==> config.mk <==
export PLATFORM = sky130hd
export DESIGN_NAME = ctrl_net_tx_arbiter
export DESIGN_NICKNAME = d
export VERILOG_FILES = /design/src/rtl/ctrl_net_tx_arbiter_pkg.sv /design/src/rtl/ctrl_net_tx_arbiter_rr_picker.sv /design/src/rtl/ctrl_net_tx_arbiter.sv
export SDC_FILE = /design/constraint.sdc
export NUM_CORES = 1
export LEC_CHECK = 0
export BUFFER_PORTS_ARGS = -buffer_cell sky130_fd_sc_hd__buf_2
export CORE_AREA = 5 5 123 125
export DETAILED_ROUTE_END_ITERATION = 16
export DIE_AREA = 0 0 128 130
export GPL_TIMING_DRIVEN = 0
export PLACE_DENSITY = 0.58
export SYNTH_ARGS = -nofsm -noshare
export SYNTH_HDL_FRONTEND = slang
export SYNTH_SLANG_ARGS = --single-unit
export TNS_END_PERCENT = 100
==> constraint.sdc <==
create_clock -name clk -period 2.5 [get_ports clk]
set_input_delay 0.5 -clock clk [delete_from_list [all_inputs] [get_ports clk]]
set_output_delay 0.5 -clock clk [all_outputs]
set_load 0.02 [all_outputs]
==> src/rtl/ctrl_net_tx_arbiter_pkg.sv <==
// Shared controller-network types: the user packet word carried on every TX source,
// the arbiter FSM state encoding and the width of the packed statistics word.
package ctrl_net_tx_arbiter_pkg;

  localparam int ARB_STATS_WIDTH = 64;
  localparam int PKT_ADDR_W      = 16;
  localparam int PKT_DATA_W      = 32;

  typedef struct packed {
    logic                  valid;
    logic                  last;
    logic [PKT_ADDR_W-1:0] addr;
    logic [PKT_DATA_W-1:0] data;
  } user_packet_word_t;

  typedef enum logic {
    ST_IDLE = 1'b0,
    ST_XFER = 1'b1
  } arb_state_t;

endpackage

==> src/rtl/ctrl_net_tx_arbiter_rr_picker.sv <==
// Combinational round-robin finder: first set bit of pending scanning from rr_ptr upward
// with wrap-around. Shared with other schedulers on the controller network.
module ctrl_net_tx_arbiter_rr_picker #(
  parameter int NUM_REQ      = 4,
  parameter int REQ_ID_WIDTH = 2
) (
  input  logic [NUM_REQ-1:0]      pending,
  input  logic [REQ_ID_WIDTH-1:0] rr_ptr,
  output logic                    found,
  output logic [REQ_ID_WIDTH-1:0] idx
);

  always_comb begin
    int                    cand;
    logic [REQ_ID_WIDTH-1:0] sel;
    found = 1'b0;
    idx   = '0;
    cand  = 0;
    sel   = '0;
    for (int k = 0; k < NUM_REQ; k++) begin
      cand = int'(rr_ptr) + k;
      if (cand >= NUM_REQ) cand = cand - NUM_REQ;
      sel = REQ_ID_WIDTH'(cand);
      if (!found && pending[sel]) begin
        found = 1'b1;
        idx   = sel;
      end
    end
  end

endmodule

==> src/rtl/ctrl_net_tx_arbiter.sv <==
// Packet-level round-robin arbiter for the controller network TX port; a granted packet
// owns the port until its last word is accepted. Optional counters: CTRL_NET_TX_ARB_STATS_EN.
module ctrl_net_tx_arbiter
  import ctrl_net_tx_arbiter_pkg::*;
#(
  parameter int NUM_REQ      = 4,
  parameter int REQ_ID_WIDTH = 2
) (
  input  logic                       clk,
  input  logic                       rst_n,
  input  user_packet_word_t          req_pkt [NUM_REQ],
  output logic [NUM_REQ-1:0]         req_ready,
  output user_packet_word_t          arb_tx,
  input  logic                       arb_tx_ready,
  output logic [REQ_ID_WIDTH-1:0]    grant_id,
  output logic                       grant_active,
  output logic [ARB_STATS_WIDTH-1:0] arb_stats
);

  arb_state_t              state, state_nxt;
  logic [REQ_ID_WIDTH-1:0] rr_ptr, rr_ptr_nxt, grant_nxt;
  logic [NUM_REQ-1:0]      pending;
  logic                    found;
  logic [REQ_ID_WIDTH-1:0] pick_idx;
  user_packet_word_t       owner_word;
  logic                    xfer, xfer_last;

  function automatic logic [REQ_ID_WIDTH-1:0] ptr_after(input logic [REQ_ID_WIDTH-1:0] g);
    if (int'(g) == NUM_REQ - 1) return '0;
    return g + REQ_ID_WIDTH'(1);
  endfunction

  always_comb begin
    pending = '0;
    for (int i = 0; i < NUM_REQ; i++) pending[i] = req_pkt[i].valid;
  end

  ctrl_net_tx_arbiter_rr_picker #(
    .NUM_REQ      (NUM_REQ),
    .REQ_ID_WIDTH (REQ_ID_WIDTH)
  ) u_rr_picker (
    .pending (pending),
    .rr_ptr  (rr_ptr),
    .found   (found),
    .idx     (pick_idx)
  );

  assign owner_word   = req_pkt[grant_id];
  assign grant_active = (state == ST_XFER);

  always_comb begin
    state_nxt  = state;
    grant_nxt  = grant_id;
    rr_ptr_nxt = rr_ptr;
    arb_tx     = '0;
    req_ready  = '0;
    xfer       = 1'b0;
    xfer_last  = 1'b0;
    case (state)
      ST_IDLE: begin
        if (found) begin
          state_nxt = ST_XFER;
          grant_nxt = pick_idx;
        end
      end
      ST_XFER: begin
        // Owner keeps the port across valid gaps; only its last accepted word releases it.
        arb_tx              = owner_word;
        req_ready[grant_id] = arb_tx_ready;
        xfer                = owner_word.valid & arb_tx_ready;
        xfer_last           = xfer & owner_word.last;
        if (xfer_last) begin
          state_nxt  = ST_IDLE;
          rr_ptr_nxt = ptr_after(grant_id);
        end
      end
      default: state_nxt = ST_IDLE;
    endcase
  end

  always_ff @(posedge clk or negedge rst_n) begin
    if (!rst_n) begin
      state    <= ST_IDLE;
      grant_id <= '0;
      rr_ptr   <= '0;
    end else begin
      state    <= state_nxt;
      grant_id <= grant_nxt;
      rr_ptr   <= rr_ptr_nxt;
    end
  end

`ifdef CTRL_NET_TX_ARB_STATS_EN
  localparam int EXPORT_N = (NUM_REQ < 4) ? NUM_REQ : 4;

  logic [7:0]                 pkt_cnt [NUM_REQ];
  logic [15:0]                stall_cnt;
  logic                       stall;
  logic [ARB_STATS_WIDTH-1:0] stats_word;

  function automatic logic [15:0] sat_inc16(input logic [15:0] v);
    return (v == 16'hFFFF) ? v : v + 16'd1;
  endfunction

  assign stall = (state == ST_XFER) & owner_word.valid & ~arb_tx_ready;

  always_comb begin
    stats_word        = '0;
    stats_word[47:32] = stall_cnt;
    for (int i = 0; i < EXPORT_N; i++) stats_word[8*i +: 8] = pkt_cnt[i];
  end

  always_ff @(posedge clk or negedge rst_n) begin
    if (!rst_n) begin
      for (int i = 0; i < NUM_REQ; i++) pkt_cnt[i] <= '0;
      stall_cnt <= '0;
      arb_stats <= '0;
    end else begin
      if (xfer_last) pkt_cnt[grant_id] <= pkt_cnt[grant_id] + 8'd1;
      if (stall) stall_cnt <= sat_inc16(stall_cnt);
      arb_stats <= stats_word;
    end
  end
`else
  assign arb_stats = '0;
`endif

endmodule
# --- Word-level counts from Yosys, hierarchy flattened ---
# Cells that the tools add are included.
totals:
  regBits: 5
  mem_count: 0
  mem_bits_rw: 0
  romBits: 0
  wordCells: 72
  latch_bits: 0
classes:
  bitwise: 5
  muxes: 35
  reduce_logical: 9
  n_eq_ne: 1
  shift: 0
  div_mod_pow: 0
  n_addsub: 8
  multipliers: 0
  n_lt_le_gt_ge: 11
ops:
  columns: ["op", "count"]
  rows:
  - ["2-to-1 mux 50 bit", 3]
  - ["binary-select mux 50 bit (select 2 bit)", 1]
  - ["2-to-1 mux 2 bit", 10]
  - ["less-than comparator 2 x 3 -> 1 bit (second input constant)", 5]
  - ["2-to-1 mux 1 bit", 14]
  - ["greater-or-equal comparator 3 bit (second input constant)", 4]
  - ["binary-select mux 1 bit (select 2 bit)", 4]
  - ["subtractor 2 x 1 -> 2 bit (second input constant)", 4]
  - ["adder 2 x 2 -> 3 bit (second input constant)", 2]
  - ["bitwise AND 4 bit", 1]
  - ["logical AND 1 bit", 4]
  - ["2-to-1 mux 4 bit", 1]
  - ["AND reduction 2 bit", 2]
  - ["adder 2 x 1 -> 3 bit (second input constant)", 1]
  - ["greater-or-equal comparator 2 x 3 -> 1 bit (second input constant)", 1]
  - ["zero test 1 bit", 3]
  - ["NOT 2 -> 3 bit", 1]
  - ["adder 2 x 1 -> 2 bit (second input constant)", 1]
  - ["bitwise AND 1 bit", 2]
  - ["demux 1 bit (select 2 bit)", 1]
  - ["== test 2 x 1 -> 1 bit (second input constant)", 1]
  - ["greater-or-equal comparator 2 x 1 -> 1 bit (second input constant)", 1]
  - ["one-hot mux 1 bit (2 select lines)", 1]
  - ["NOT 1 bit", 1]

# --- Depth between registers and ports, before layout ---
depth:
  depth_word: 16
  depth_mapped: 6

# --- By module ---
# A second synthesis with hierarchy kept.
hier_totals:
  cells_unflattened: 229
  area_unflattened_um2: 2412.3
modules_own_cells:
  columns: ["mod", "instances", "cells_each", "seq_area_each_um2", "area_per_inst_um2"]
  rows:
  - ["ctrl_net_tx_arbiter", 1, 214, 125.1, 2334.7]
  - ["ctrl_net_tx_arbiter_rr_picker", 1, 15, 0.0, 77.6]

# --- Least setup slack after synthesis ---
# No wires, ideal clock.
synth_timing:
  kind: "reg2out"
  start: "reg grant_id[0]"
  end: "out arb_tx[10] (netlist bit)"
  path_buffers: 2
  required_ns: 2.000
  path_slack_ns: 0.348
  path_stages_with_launch: 5
  arrival_ns: 1.652
  cell_sequence: "dfrtp_1 buf_6 buf_2 mux4_2 and2_1"
synth_rtl:
  columns: ["element", "line_no", "rtl"]
  rows:
  - ["from (decl)", "ctrl_net_tx_arbiter.sv:15", "output logic [REQ_ID_WIDTH-1:0] grant_id,"]
  - ["from (signal assigned)", "ctrl_net_tx_arbiter.sv:88", "grant_id <= grant_nxt;"]
  - ["to (decl)", "ctrl_net_tx_arbiter.sv:13", "output user_packet_word_t arb_tx,"]

==> impl_metrics.csv <==
group,metric,value,unit
final_layout,layout.core_utilization,0.3102,
floorplan,floorplan.core_area,13770,um2
setup_path,worstPathRequired,2.00,ns
placed_design,placement.cell_area,4144,um2
clock_network,tritoncts,"done",
floorplan,die_width,128,um
final_layout,final-seq-area,125.1,um2
synth,synth_area,2386,um2
setup_path,timing.critical_path.fanout_max,10,
setup_path,critical_path.max_stage_delay,0.51,ns
route,dr.max_layer_used,"met5",
floorplan,die_y,130,um
timing,report.final.setup_viol,0,
synth,async_flop_share,1.000,
route,detailroute.via_count,2770,
setup_path,critical_path_buf_inv_count,3,
clock_network,tritoncts.num_buffers,3,
synth,synthTopCellsByCount,"sky130_fd_sc_hd__buf_4, sky130_fd_sc_hd__and2_1, sky130_fd_sc_hd__mux4_2, sky130_fd_sc_hd__clkbuf_1",
global_route,track_usage,0.1172,
pwr,pwr_density_cell,931.6,nW/um2
global_route,grt_pass1_vias,2981,
route,number_of_routed_nets_with_antenna_violations,0,
final_layout,antenna_cells,0,
synth,synthCells,219,
synth,synth_largest_type_area_fraction,0.4719,
timing,period_needed,2.387,ns
timing,maxClockFrequency,419.0,MHz
setup_path,critPathMostFrequentCell,"sky130_fd_sc_hd__buf_8",
route,first_pass_iters,4,
min_path,holdCritPathClass,"in -> async",
pwr,total_leakage_power,2.329,nW
clock_network,cts.path.max_buffers,2,
clock_network,clock_latency_late_sink,0.22,ns
timing,finalHoldViolCount,0,
global_route,grt_overflow,0,
synth,synth.top_cells.by_area,"sky130_fd_sc_hd__mux4_2, sky130_fd_sc_hd__buf_4, sky130_fd_sc_hd__and2_1, sky130_fd_sc_hd__dfrtp_1, sky130_fd_sc_hd__ha_1",
clock_network,cts_sinks,5,
clock_network,htree_num_levels,1,
route,avgRoutedWirePerCell,15.27,um
setup_path,nature_of_the_critical_path_endpoint,"primary output",
setup_path,element_type_at_the_critical_path_start,"register",
route,detail_route.vias_per_cell,3.821,
global_route,grt_first_pass_wirelength,15480,um
final_layout,share_of_post_route_cells_with_drive_strength_above_1,0.7266,
timing,final-max-slew-violation-count,0,
synth,synthMostInstantiatedCell,"sky130_fd_sc_hd__buf_4",
timing,timing.clock.skew,0.001672,ns
timing,layout_worst_path_cycle_share,0.9547,
status,status,"finished, final reports clean",
route,detail_route.wirelength,11070,um
final_layout,multi_input_area,1903,um2
timing,grt_setup_unrepaired,"false",
clock_network,cts_root_buf,"sky130_fd_sc_hd__clkbuf_16",
synth,yosys.area.top_type,"sky130_fd_sc_hd__mux4_2",
placed_design,io_buffer_count,259,
final_layout,fillers,1500,
setup_path,crit_slowest_cell,"sky130_fd_sc_hd__mux4_2",
placed_design,gpl.final_weighted_congestion,0.7789,
setup_path,cpLargestDelayFamily,"buffers and inverters",
floorplan,io_pins,324,
final_layout,final_net_count,753,
pwr,max-vdd-ir-drop,0.4969,mV
setup_path,crit_path_cell_trace,"buf_8, buf_8, mux4_2, and2_1, buf_2",
route,drt-met1-wl,3901,um
synth,ys.flop_type,"sky130_fd_sc_hd__dfrtp_1",
placed_design,detailedPlacementHpwl,10330,um
route,met2WireLength,5767,um
timing,fin_setup_tns,0,ns
setup_path,timing.critical_path.arrival,1.89,ns
floorplan,floorplan.initialDensity,0.1732,
run,timing.max_cap.violations,0,
route,drc_errors,0,
route,met3RoutedLength,1330,um
route,first_iter_violations,33,
synth,yosys.cell_types.count,27,
synth,number_of_enable_flip_flop_cells_after_synthesis,0,
placed_design,dpl_worst_slack,0.03091,ns
clock_network,post-cts-setup-buffer-count,0,
synth,synth.ff_latch_count,5,
synth,synth.yosys.seq_area_share,0.05244,
global_route,grt_start_max_net_pins,11,
floorplan,design.die.area,16640,um2
timing,fin_ws,0.1133,ns
synth,average_instance_area_after_synthesis,10.90,um2
final_layout,area_growth,79.08,%
synth,synth_warnings,0,
clock_network,cts.clk_slew.worst_paths,0.03,ns
global_route,grt_antenna_before_repair,1,
setup_path,path_class,"reg -> out",
floorplan,num_rows,43,
final_layout,fin_area,4273,um2
## what timing repair did
action / CTS / global route
setup endpoints to repair: 42 / 42
hold endpoints to repair: 0 / 0
hold buffers: 0 / 0
gates cloned: 0 / 0
gates resized for setup: 9 / 10
## cells in the final DEF, fill, tap and decap left out, drive strengths merged, types with 3 or more instances in the layout
master	n
mux2	3
mux4	50
and3	4
buf	332
conb	64
dfrtp	5
clkbuf	13
inv	5
ha	4
and2	50
## layer usage
metal / track usage / up-vias
li1: - / 1339
met1: 0.1347 / 1225
met2: 0.2206 / 198
met3: 0.03520 / 6
met4: 0.01373 / 2
met5: 0 / -
## registers in the layout, indices dropped and copies added (netlist names)
signal,flops
grant_id,2
rr_ptr,2
grant_active,1
## per-stage QoR
stage                     total power, mW  hold WS, ns  instances
after global routing                4.298      0.09082        725
final                               3.981      0.08777        725
after detailed placement            3.712       0.3249        721
after global placement              3.692       0.3239        721
after CTS                           4.015      0.09174        725
after floorplan                     2.662       0.2044        282
## worst reg2reg max path, delay by kind of cell (launching register included)
family                 cells  cell delay (ns)
buffers and inverters      1             0.20
DFF                        1             0.42
muxes                      2             0.88
and+or+nand+nor            1             0.15
## layout make-up
cell class | instances | area share
buffer | 82 | 0.1464
sequential | 5 | 0.02928
timing repair buffer | 259 | 0.3034
tap | 180 | 0.05271
clock buffer | 4 | 0.01845
multi-input combinational | 190 | 0.4454
inverter | 5 | 0.004392
## cells by family (layout without fill, tap and decap cells)
| family | after synthesis | in the layout | share of synthesized area |
|---|---|---|---|
| other | 1 | 64 | 0.001572 |
| buffers and inverters | 87 | 350 | 0.2491 |
| multiplexers | 53 | 53 | 0.4877 |
| AND/OR/NAND/NOR | 60 | 60 | 0.1620 |
| adder cells (fa/ha/maj) | 4 | 4 | 0.02098 |
| flip-flops | 5 | 5 | 0.05244 |
| AO/OA/AOI/OAI | 9 | 9 | 0.02622 |
## final timing paths
kind	startpoint	endpoint	slack, ns	cells past startpoint
max in group asynchronous	rst_n	grant_id[0]$_DFFE_PN0P_	2.27	1
worst min-delay path	rst_n	grant_active$_DFF_PN0_	0.09	1
worst max register to register	grant_id[0]$_DFFE_PN0P_	rr_ptr[1]$_DFFE_PN0P_	0.73	4
worst max-delay path	grant_id[0]$_DFFE_PN0P_	arb_tx[30]	0.11	5
min in group clk	rr_ptr[0]$_DFFE_PN0P_	rr_ptr[0]$_DFFE_PN0P_	0.51	2
worst min register to register	rr_ptr[0]$_DFFE_PN0P_	rr_ptr[0]$_DFFE_PN0P_	0.51	2
## power by group
part | switching [mW] | total, mW | internal [mW]
Combinational | 1.85 | 3.56 | 1.71
Sequential | 0.0463 | 0.164 | 0.118
Clock | 0.0487 | 0.260 | 0.211
Total | 1.95 | 3.98 | 2.04
(Power assumes the default switching activity.)
